## src/rtl/serdesphy_rx_pkg.sv

```systemverilog
// Shared definitions for the SerDes PHY RX word aligner.
//   align_state_e     : alignment state encoding as seen on align_state
//   SYNC_W            : width of the frame sync word in bits
//   DEFAULT_SYNC_WORD : default frame sync pattern (MSB received first)
package serdesphy_rx_pkg;

  localparam int SYNC_W = 8;
  localparam logic [SYNC_W-1:0] DEFAULT_SYNC_WORD = 8'hA5;

  typedef enum logic [1:0] {
    ST_HUNT   = 2'b00,
    ST_VERIFY = 2'b01,
    ST_LOCKED = 2'b10
  } align_state_e;

endpackage

```

## src/rtl/serdesphy_rx_word_aligner.sv

```systemverilog
// RX word aligner: finds the periodic sync word in the recovered serial bit
// stream, tracks frame alignment with HUNT/VERIFY/LOCKED hysteresis and emits
// aligned 4-bit payload nibbles towards the RX FIFO.
//
// Ports:
//   clk_240m_rx      in   RX bit clock
//   rst_240m_rx      in   synchronous active-high reset
//   rx_en            in   block enable; low acts like rx_align_rst
//   rx_align_rst     in   synchronous re-hunt request (keeps frame_err_cnt)
//   rx_serial_data   in   serial bit
//   rx_serial_valid  in   bit qualifier
//   rx_serial_error  in   marks the accepted bit as suspect
//   rx_nibble        out  aligned payload nibble, first-received bit in [3]
//   rx_nibble_valid  out  one-cycle strobe per nibble
//   rx_nibble_err    out  a bit of the presented nibble was flagged
//   rx_aligned       out  high while LOCKED
//   align_state      out  current state (00 HUNT, 01 VERIFY, 10 LOCKED)
//   align_lost       out  one-cycle pulse on LOCKED -> HUNT
//   frame_err_cnt    out  saturating count of missed syncs while LOCKED
//
// Handshake: the input side is valid-only (no backpressure); a bit is taken
// on every clock where rx_serial_valid & rx_en is high. The output side is a
// one-cycle rx_nibble_valid strobe; the consumer must always accept it.
module serdesphy_rx_word_aligner
  import serdesphy_rx_pkg::*;
#(
  parameter logic [SYNC_W-1:0] SYNC_WORD  = DEFAULT_SYNC_WORD,
  parameter int                FRAME_BITS = 64,
  parameter int                VERIFY_CNT = 2,
  parameter int                LOSS_CNT   = 3
) (
  input  logic       clk_240m_rx,
  input  logic       rst_240m_rx,
  input  logic       rx_en,
  input  logic       rx_align_rst,
  input  logic       rx_serial_data,
  input  logic       rx_serial_valid,
  input  logic       rx_serial_error,
  output logic [3:0] rx_nibble,
  output logic       rx_nibble_valid,
  output logic       rx_nibble_err,
  output logic       rx_aligned,
  output logic [1:0] align_state,
  output logic       align_lost,
  output logic [7:0] frame_err_cnt
);

  localparam int BC_W = $clog2(FRAME_BITS);
  localparam int MC_W = $clog2(VERIFY_CNT + 1);
  localparam int LC_W = $clog2(LOSS_CNT + 1);
  localparam logic [BC_W-1:0] BC_LAST    = BC_W'(FRAME_BITS - 1);
  localparam logic [BC_W-1:0] BC_PAYLOAD = BC_W'(FRAME_BITS - SYNC_W);
  localparam logic [MC_W-1:0] MC_DONE    = MC_W'(VERIFY_CNT);
  localparam logic [LC_W-1:0] LC_DONE    = LC_W'(LOSS_CNT);

  align_state_e      r_state;
  logic [SYNC_W-2:0] r_sr;  // only 7 history bits are needed; the new bit completes the window
  logic [BC_W-1:0]   r_bit_cnt;
  logic [MC_W-1:0]   r_match_cnt;
  logic [LC_W-1:0]   r_miss_cnt;
  logic              r_err_acc;
  logic [7:0]        r_frame_err_cnt;
  logic [3:0]        r_nibble;
  logic              r_nibble_valid;
  logic              r_nibble_err;
  logic              r_align_lost;

  logic              w_accept;
  logic              w_clear;
  logic [SYNC_W-1:0] w_sr_next;
  logic              w_sync_hit;
  logic              w_boundary;
  logic              w_payload;
  logic [BC_W-1:0]   w_bit_cnt_inc;
  align_state_e      w_state_next;
  logic [BC_W-1:0]   w_bit_cnt_next;
  logic [MC_W-1:0]   w_match_next;
  logic [LC_W-1:0]   w_miss_next;
  logic              w_frame_miss;
  logic              w_lost;
  logic              w_nib_emit;

  assign w_accept      = rx_serial_valid & rx_en;
  assign w_clear       = rx_align_rst | ~rx_en;
  assign w_sr_next     = {r_sr, rx_serial_data};
  assign w_sync_hit    = (w_sr_next == SYNC_WORD);
  assign w_boundary    = (r_bit_cnt == BC_LAST);
  assign w_payload     = (r_bit_cnt < BC_PAYLOAD);
  assign w_bit_cnt_inc = w_boundary ? '0 : r_bit_cnt + BC_W'(1);

  // Next-state and counter updates; nothing moves without an accepted bit.
  always_comb begin
    w_state_next   = r_state;
    w_bit_cnt_next = r_bit_cnt;
    w_match_next   = r_match_cnt;
    w_miss_next    = r_miss_cnt;
    w_frame_miss   = 1'b0;
    w_lost         = 1'b0;
    w_nib_emit     = 1'b0;
    if (w_accept) begin
      case (r_state)
        ST_HUNT: begin
          if (w_sync_hit) begin
            w_state_next   = ST_VERIFY;
            w_bit_cnt_next = '0;
            w_match_next   = '0;
          end
        end
        ST_VERIFY: begin
          w_bit_cnt_next = w_bit_cnt_inc;
          if (w_boundary) begin
            if (w_sync_hit) begin
              w_match_next = r_match_cnt + MC_W'(1);
              if (w_match_next == MC_DONE) begin
                w_state_next = ST_LOCKED;
                w_miss_next  = '0;
              end
            end else begin
              // The failing bit is not rescanned for a fresh sync.
              w_state_next = ST_HUNT;
            end
          end
        end
        ST_LOCKED: begin
          w_bit_cnt_next = w_bit_cnt_inc;
          w_nib_emit     = w_payload && (r_bit_cnt[1:0] == 2'b11);
          if (w_boundary) begin
            if (w_sync_hit) begin
              w_miss_next = '0;
            end else begin
              w_frame_miss = 1'b1;
              w_miss_next  = r_miss_cnt + LC_W'(1);
              if (w_miss_next == LC_DONE) begin
                w_state_next = ST_HUNT;
                w_lost       = 1'b1;
              end
            end
          end
        end
        default: w_state_next = ST_HUNT;
      endcase
    end
  end

  // State register; reset and re-hunt both win over a simultaneous bit.
  always_ff @(posedge clk_240m_rx) begin
    if (rst_240m_rx || w_clear) begin
      r_state <= ST_HUNT;
    end else begin
      r_state <= w_state_next;
    end
  end

  always_ff @(posedge clk_240m_rx) begin
    if (rst_240m_rx || w_clear) begin
      r_sr           <= '0;
      r_bit_cnt      <= '0;
      r_match_cnt    <= '0;
      r_miss_cnt     <= '0;
      r_err_acc      <= 1'b0;
      r_nibble       <= '0;
      r_nibble_valid <= 1'b0;
      r_nibble_err   <= 1'b0;
      r_align_lost   <= 1'b0;
    end else begin
      r_bit_cnt      <= w_bit_cnt_next;
      r_match_cnt    <= w_match_next;
      r_miss_cnt     <= w_miss_next;
      r_nibble_valid <= w_nib_emit;
      r_nibble       <= w_nib_emit ? w_sr_next[3:0] : 4'h0;
      r_nibble_err   <= w_nib_emit & (r_err_acc | rx_serial_error);
      r_align_lost   <= w_lost;
      if (w_accept) begin
        r_sr <= w_sr_next[SYNC_W-2:0];
      end
      // Error flags only matter on LOCKED payload bits; cleared per nibble.
      if (w_accept && (r_state == ST_LOCKED) && w_payload) begin
        r_err_acc <= w_nib_emit ? 1'b0 : (r_err_acc | rx_serial_error);
      end
    end
  end

  // Miss counter survives re-hunt; only the block reset clears it.
  always_ff @(posedge clk_240m_rx) begin
    if (rst_240m_rx) begin
      r_frame_err_cnt <= '0;
    end else if (!w_clear && w_frame_miss && (r_frame_err_cnt != 8'hFF)) begin
      r_frame_err_cnt <= r_frame_err_cnt + 8'd1;
    end
  end

  assign rx_nibble       = r_nibble;
  assign rx_nibble_valid = r_nibble_valid;
  assign rx_nibble_err   = r_nibble_err;
  assign rx_aligned      = (r_state == ST_LOCKED);
  assign align_state     = r_state;
  assign align_lost      = r_align_lost;
  assign frame_err_cnt   = r_frame_err_cnt;

endmodule
```

## config.mk

```make
export PLATFORM = sky130hd
export DESIGN_NAME = serdesphy_rx_word_aligner
export DESIGN_NICKNAME = d
export VERILOG_FILES = /design/src/rtl/serdesphy_rx_pkg.sv /design/src/rtl/serdesphy_rx_word_aligner.sv
export SDC_FILE = /design/constraint.sdc
export NUM_CORES = 1
export LEC_CHECK = 0
export CORE_ASPECT_RATIO = 1.1
export CORE_MARGIN = 2
export CORE_UTILIZATION = 48
export CTS_CLUSTER_DIAMETER = 40
export DETAILED_ROUTE_END_ITERATION = 7
export PLACE_DENSITY = 0.84
export SKIP_CTS_REPAIR_TIMING = 1
export SYNTH_ARGS = -nofsm -noshare
export SYNTH_HDL_FRONTEND = slang
export SYNTH_SLANG_ARGS = --single-unit
```

## constraint.sdc

```tcl
create_clock -name clk_240m_rx -period 1.85 [get_ports clk_240m_rx]
set_input_delay 0.185 -clock clk_240m_rx [delete_from_list [all_inputs] [get_ports clk_240m_rx]]
set_output_delay 0.185 -clock clk_240m_rx [all_outputs]
set_load 0.01 [all_outputs]
```

==> flow_metrics.env, run 1 <==
export IMPL_outcome="finished clean"
export IMPL_nFillCells=271
export IMPL_hold_class="input pin to register"
export IMPL_hold_viol=0
export IMPL_hpwl_um=3020
export IMPL_synth_top_area_cell="dfxtp_1"
export IMPL_synthMuxAreaShare_pct=3.50
export IMPL_vias=1704
export IMPL_fmaxAchievable_ghz=0.557
export IMPL_overflow=0
export IMPL_clk_pin_slew_worst_paths_ns=0.11
export IMPL_ys_seq_area_share_pct=40.9
export IMPL_reg2reg_depth=8
export IMPL_syn_area_per_cell_um2=8.44
export IMPL_finalClockSkew_ns=0.0174
export IMPL_synth_xor_area_share_pct=1.53
export IMPL_finalMaxSlewViolations=0
export IMPL_drc=0
export IMPL_r2r_slack_ns=0.05
export IMPL_dr_pass1_iters=4
export IMPL_reg2reg_from="r_bit_cnt[0]"
export IMPL_synth_top_area_share_pct=40.9
export IMPL_setup_viol=0
export IMPL_drt_iter0_markers=90
export IMPL_worst_path_stages=8
export IMPL_drtAntennaViolNets=0
export IMPL_drv_cap=0
export IMPL_start_util_pct=50.6
export IMPL_port_buffers=24
export IMPL_async_flop_share_pct=0
export IMPL_synthTopCellsByArea="dfxtp_1 41%, nand2_1 6.6%, ha_1 5.8%"
export IMPL_leakage_nw=0.820
export IMPL_fin_ws_ns=0.0541
export IMPL_worstSkewPairLatency_ns=0.35
export IMPL_critPathCapture="frame_err_cnt[5]"
export IMPL_synthAdderAreaFrac_pct=5.84
export IMPL_viasPerCell=5.51
export IMPL_tritoncts="built"
export IMPL_cellPowerDensity_nw_per_um2=520
export IMPL_cp_cell_sequence="ha_4 -> nand3_2 -> nor3_2 -> buf_4 -> nand4_1 -> buf_4 -> or3_1 -> a21oi_2"
export IMPL_place_congestion=0.859
export IMPL_syn_cell_area_um2=1710
export IMPL_critPathTopFamily="simple AND/OR/NAND/NOR gates"
export IMPL_cp_startpoint="r_bit_cnt[0]"
export IMPL_synthCells=203
export IMPL_synth_top_family_by_area="simple AND/OR/NAND/NOR gates"
export IMPL_hold_depth=2
export IMPL_nets=276
export IMPL_ys_flop_type="dfxtp_1"
export IMPL_ys_seq_elements=35
export IMPL_timing_final_crit_share_pct=97.1
export IMPL_core_rowCount=22
export IMPL_synthesis_nets=218
export IMPL_cp_start_kind="register"
export IMPL_slowest_delay_ns=0.37
export IMPL_worst_path_max_fanout=4
export IMPL_finalPower_mw=1.23
export IMPL_crit_type="register to register"
export IMPL_cpMaxStageDelayCell="dfxtp_2"
export IMPL_core_area_um2=3390
export IMPL_grt_pass1_wl_um=6770
export IMPL_required_ns=2.14
export IMPL_finalWirelength_um=4190
export IMPL_numCtsBuffers=5
export IMPL_grt_max_degree=13
export IMPL_post_drt_wl_per_cell_um=13.6
export IMPL_synth_compound_area_share_pct=15.0
export IMPL_cts_max_path_buffers=2
export IMPL_reg2reg_to="frame_err_cnt[5]"
export IMPL_synth_edf_count=0
export IMPL_min_period_ns=1.80
export IMPL_worstMarginPinSlew_ns=0.300
export IMPL_grt_usage_pct=22.1
export IMPL_cp_num_buf_inv=2
export IMPL_die_width_um=61.0
export IMPL_clock_root_buffer="clkbuf_4"
export IMPL_place_ws_ns=-0.171
export IMPL_synth_cell_type_count=40
export IMPL_antenna_cells=0
export IMPL_worstPathArrival_ns=2.09
export IMPL_h_tree_depth=2
export IMPL_synthSimpleGateAreaFrac_pct=30.1
export IMPL_syn_to_final_growth_pct=37.8
export IMPL_final_core_util_pct=69.8
export IMPL_grt_pass1_vias=1591
export IMPL_drive_above_1_share_pct=22.2
export IMPL_die_area_um2=4070
export IMPL_yosys_warnings=0
export IMPL_end_kind="register"
export IMPL_multi_input_area_um2=1020
export IMPL_cpMostUsedCell="buf_4"
export IMPL_regArea_um2=706
export IMPL_antenna_found_initial=0
export IMPL_die_h_um=66.7
export IMPL_maxSlewHeadroom_pct=79.8
export IMPL_worst_ir_drop_vdd_mv=0.357
export IMPL_num_io_pins=25
export IMPL_cts_sinks=35
==> stage by stage <==
stage               setup TNS (ns)  area (µm²)  std cells  hold WS [ns]
floorplan                        0        1710        203         0.295
global placement            -0.554        2230        301         0.461
detailed placement          -0.803        2230        301         0.464
CTS                        -0.0728        2290        308         0.445
global route               -0.0941        2360        309         0.446
finish                           0        2360        309         0.451
==> worst min-delay path by stage <==
stage	start	to
CTS	rx_serial_error	rx_nibble_err
detailed placement	r_sr[5]	r_sr[6]
global route	rx_serial_error	rx_nibble_err
finish	rx_serial_error	rx_nibble_err
floorplan	rx_serial_error	rx_nibble_err
global placement	r_err_acc	rx_nibble_err
==> synthesized netlist by cell type, types with 2 or more instances <==
master     instances
dfxtp_1           35
nand2_1           30
a21oi_1           16
nor2_1            15
ha_1               8
inv_1              8
nor3_1             8
and2_1             7
nand3_1            7
mux2i_1            6
a31oi_1            5
clkbuf_1           5
or3_1              5
or4_1              4
and3_1             3
nor2b_1            3
o21ai_1            3
o31ai_1            3
xnor2_1            3
a21o_1             2
a311oi_1           2
and4bb_4           2
nand2b_1           2
nand4_1            2
nand4bb_1          2
o21a_1             2
o21ai_0            2
==> metal layers <==
metal  vias up  share of wire, %  GRT usage [%]
met5         -                 0              0
met4         0               2.2           9.24
met3        15               5.1           5.24
met2        51                49           35.8
met1       799                44           27.6
li1        839                 -              -
==> final cells by class <==
cell class	instances	share of cell area (%)
timing repair buffer	57	20.8
clock inverter	1	0.212
sequential	35	29.9
multi-input combinational	154	43.2
inverter	8	1.27
tap	48	2.54
clock buffer	6	2.17
==> where the power goes <==
part           switching [mW]  total (mW)  internal, mW
Combinational          0.0268      0.0509        0.0241
Clock                   0.249       0.425         0.176
Sequential           0.000263       0.753         0.753
==> placed cells by master, fill, tap and decap left out, drive strengths merged, types with 2 or more instances in the layout <==
cell type       n
xnor2           3
o21ai           5
nand4bb         2
nor2b           3
nand2b          2
or3             5
o31ai           3
nand3           7
clkdlybuf4s50  23
nand4           2
dfxtp          35
buf            33
and2            7
and3            3
or4             4
clkbuf          6
nor2           15
a21o            2
ha              8
and4bb          2
a31oi           5
a21oi          16
a311oi          2
inv             8
mux2i           6
o21a            2
nand2          31
nor3            8
==> sequential cells by signal, indices dropped and copies added (netlist names) <==
| register | cells |
|---|---|
| align_lost | 1 |
| align_state | 2 |
| frame_err_cnt | 8 |
| r_bit_cnt | 6 |
| r_err_acc | 1 |
| r_match_cnt | 2 |
| r_miss_cnt | 2 |
| r_sr | 7 |
| rx_nibble | 4 |
| rx_nibble_err | 1 |
| rx_nibble_valid | 1 |
==> cells by family after synthesis <==
logic type | count (synthesis)
simple gates | 96
mux | 6
fa+ha+maj | 8
compound gates | 41
xor+xnor | 3
flops | 35
buf+inv | 14
Power figures use the tool's default switching activity.
==> run 2, diff against run 1 <==
--- a/config.mk
+++ b/config.mk
@@ -10,7 +10,8 @@
 export CORE_UTILIZATION = 48
 export CTS_CLUSTER_DIAMETER = 40
 export DETAILED_ROUTE_END_ITERATION = 7
-export PLACE_DENSITY = 0.84
+export MAX_ROUTING_LAYER = met4
+export PLACE_DENSITY = 0.72
 export SKIP_CTS_REPAIR_TIMING = 1
 export SYNTH_ARGS = -nofsm -noshare
 export SYNTH_HDL_FRONTEND = slang
==> flow_metrics.env, run 2 (synthesis gave the netlist of run 1 again) <==
export IMPL_outcome="finished clean"
export IMPL_min_period_ns=1.84
export IMPL_place_congestion=0.911
export IMPL_drv_cap=0
export IMPL_leakage_nw=0.801
export IMPL_drt_iter0_markers=118
export IMPL_drtAntennaViolNets=0
export IMPL_required_ns=2.13
export IMPL_finalMaxSlewViolations=0
export IMPL_reg2reg_from="r_bit_cnt[0]"
export IMPL_syn_to_final_growth_pct=35.3
export IMPL_grt_pass1_wl_um=7290
export IMPL_cellPowerDensity_nw_per_um2=534
export IMPL_start_util_pct=50.6
export IMPL_p_comb_share_pct=4.1
export IMPL_cpMaxStageDelayCell="or4_1"
export IMPL_worstSkewPairLatency_ns=0.34
export IMPL_worstMarginPinSlew_ns=0.326
export IMPL_viasPerCell=5.59
export IMPL_grt_usage_pct=24.5
export IMPL_post_drt_wl_per_cell_um=14.3
export IMPL_worstPathArrival_ns=2.11
export IMPL_fin_cells=305
export IMPL_nets=272
export IMPL_antenna_cells=0
export IMPL_crit_type="register to register"
export IMPL_power_share_sequential_pct=60.8
export IMPL_layout_common_cells="31 x dfxtp_1, 30 x nand2_1, 29 x buf_4, 23 x clkdlybuf4s50_1, 14 x nor2_1"
export IMPL_slowest_delay_ns=0.51
export IMPL_hold_class="input pin to register"
export IMPL_finalClockSkew_ns=0.00314
export IMPL_maxSlewHeadroom_pct=78.1
export IMPL_h_tree_depth=2
export IMPL_tritoncts="built"
export IMPL_clock_root_buffer="clkbuf_4"
export IMPL_core_area_um2=3390
export IMPL_cp_start_kind="register"
export IMPL_numCtsBuffers=5
export IMPL_vias=1706
export IMPL_finalWirelength_um=4370
export IMPL_final_core_util_pct=68.5
export IMPL_grt_pass1_vias=1673
export IMPL_cp_startpoint="r_bit_cnt[0]"
export IMPL_die_area_um2=4070
export IMPL_critPathTopFamily="simple AND/OR/NAND/NOR gates"
export IMPL_rsz0062_at_grt="yes"
export IMPL_cp_num_buf_inv=1
export IMPL_worst_ir_drop_vdd_mv=0.328
export IMPL_clk_pin_slew_worst_paths_ns=0.11
export IMPL_clkPwrFrac_pct=35.1
export IMPL_die_width_um=61.0
export IMPL_reg2reg_depth=7
export IMPL_grt_max_degree=17
export IMPL_fmaxAchievable_ghz=0.544
export IMPL_port_buffers=24
export IMPL_reg2reg_to="align_state[1]"
export IMPL_worst_path_max_fanout=4
export IMPL_end_kind="register"
export IMPL_setup_viol=0
export IMPL_min_delay_start="rx_serial_error"
export IMPL_drc=0
export IMPL_hold_slack_ns=0.454
export IMPL_cts_sinks=35
export IMPL_num_io_pins=25
export IMPL_cts_max_path_buffers=2
export IMPL_hold_viol=0
export IMPL_worst_path_stages=7
export IMPL_overflow=0
export IMPL_core_rowCount=22
export IMPL_die_h_um=66.7
export IMPL_final_common_cell="dfxtp_1"
export IMPL_power_internal_uw=952
export IMPL_p_switching_uw=287
export IMPL_critPathCapture="align_state[1]"
export IMPL_drive_above_1_share_pct=20.6
export IMPL_antenna_found_initial=0
export IMPL_dr_pass1_iters=5
export IMPL_r2r_slack_ns=0.01
export IMPL_timing_final_crit_share_pct=99.3
export IMPL_switching_share_pct=23.1
export IMPL_cp_cell_sequence="ha_4 -> nand3_1 -> buf_4 -> nor2_2 -> a31oi_1 -> or4_1 -> a21oi_2"
export IMPL_place_inst=296
export IMPL_largest_register_ffs=8
export IMPL_hpwl_um=3110
-- run 2: per-stage QoR --
| step | power [mW] | setup slack, ns | area [µm²] | TNS (ns) |
|---|---|---|---|---|
| after floorplan | 0.789 | 0.121 | 1710 | 0 |
| after global placement | 0.818 | -0.133 | 2190 | -0.596 |
| after detailed placement | 0.819 | -0.185 | 2190 | -1.02 |
| after CTS | 1.24 | -0.0916 | 2250 | -0.193 |
| after global routing | 1.28 | -0.0510 | 2320 | -0.0912 |
| final | 1.24 | 0.0125 | 2320 | 0 |
-- run 2: power groups by stage --
stage | combinational [mW] | clock (mW) | sequential [mW]
6_report | 0.0502 | 0.435 | 0.753
3_5_place_dp | 0.0483 | 0 | 0.771
3_3_place_gp | 0.0473 | 0 | 0.771
2_1_floorplan | 0.0178 | 0 | 0.771
4_1_cts | 0.0489 | 0.436 | 0.754
5_1_grt | 0.0536 | 0.477 | 0.754
-- run 2: layout make-up --
cell class                      count  area (µm²)
Inverter                            8        30.0
Tap cell                           48        60.1
Fill cell                         278        1070
Clock buffer                        6        51.3
Multi-Input combinational cell    154        1010
Clock inverter                      1        5.00
Timing Repair Buffer               53         460
Sequential cell                    35         706
-- run 2: worst reg2reg max path, delay by kind of cell (launching register included) --
kind,cells,cell delay [ns]
and+or+nand+nor,3,0.79
adders and majority gates,1,0.15
buffers and inverters,1,0.17
DFF,1,0.37
AOI/OAI and AO/OA,2,0.29
-- run 2: how the worst min path moves through the flow --
stage	to	cells past startpoint	slack [ns]
CTS	rx_nibble_err	2	0.46
floorplan	rx_nibble_err	1	0.30
global placement	rx_nibble_err	1	0.45
finish	rx_nibble_err	2	0.45
global route	rx_nibble_err	2	0.47
detailed placement	rx_nibble_err	1	0.46
-- run 2: metal layers --
layer  track usage, %  wire length [µm]  vias to the layer above
met2             39.9              2120                       55
met3             5.83               223                       10
met5                -                 0                        -
met1             29.7              1940                      809
met4             7.88                88                        0
li1                 -                 -                      832
==> run 3, diff against run 2 <==
--- a/config.mk
+++ b/config.mk
@@ -5,6 +5,7 @@
 export SDC_FILE = /design/constraint.sdc
 export NUM_CORES = 1
 export LEC_CHECK = 0
+export CAP_MARGIN = 20
 export CORE_ASPECT_RATIO = 1.1
 export CORE_MARGIN = 2
 export CORE_UTILIZATION = 48
==> results of run 3 <==
No change in the layout: final DEF, timing and power equal those of run 2.
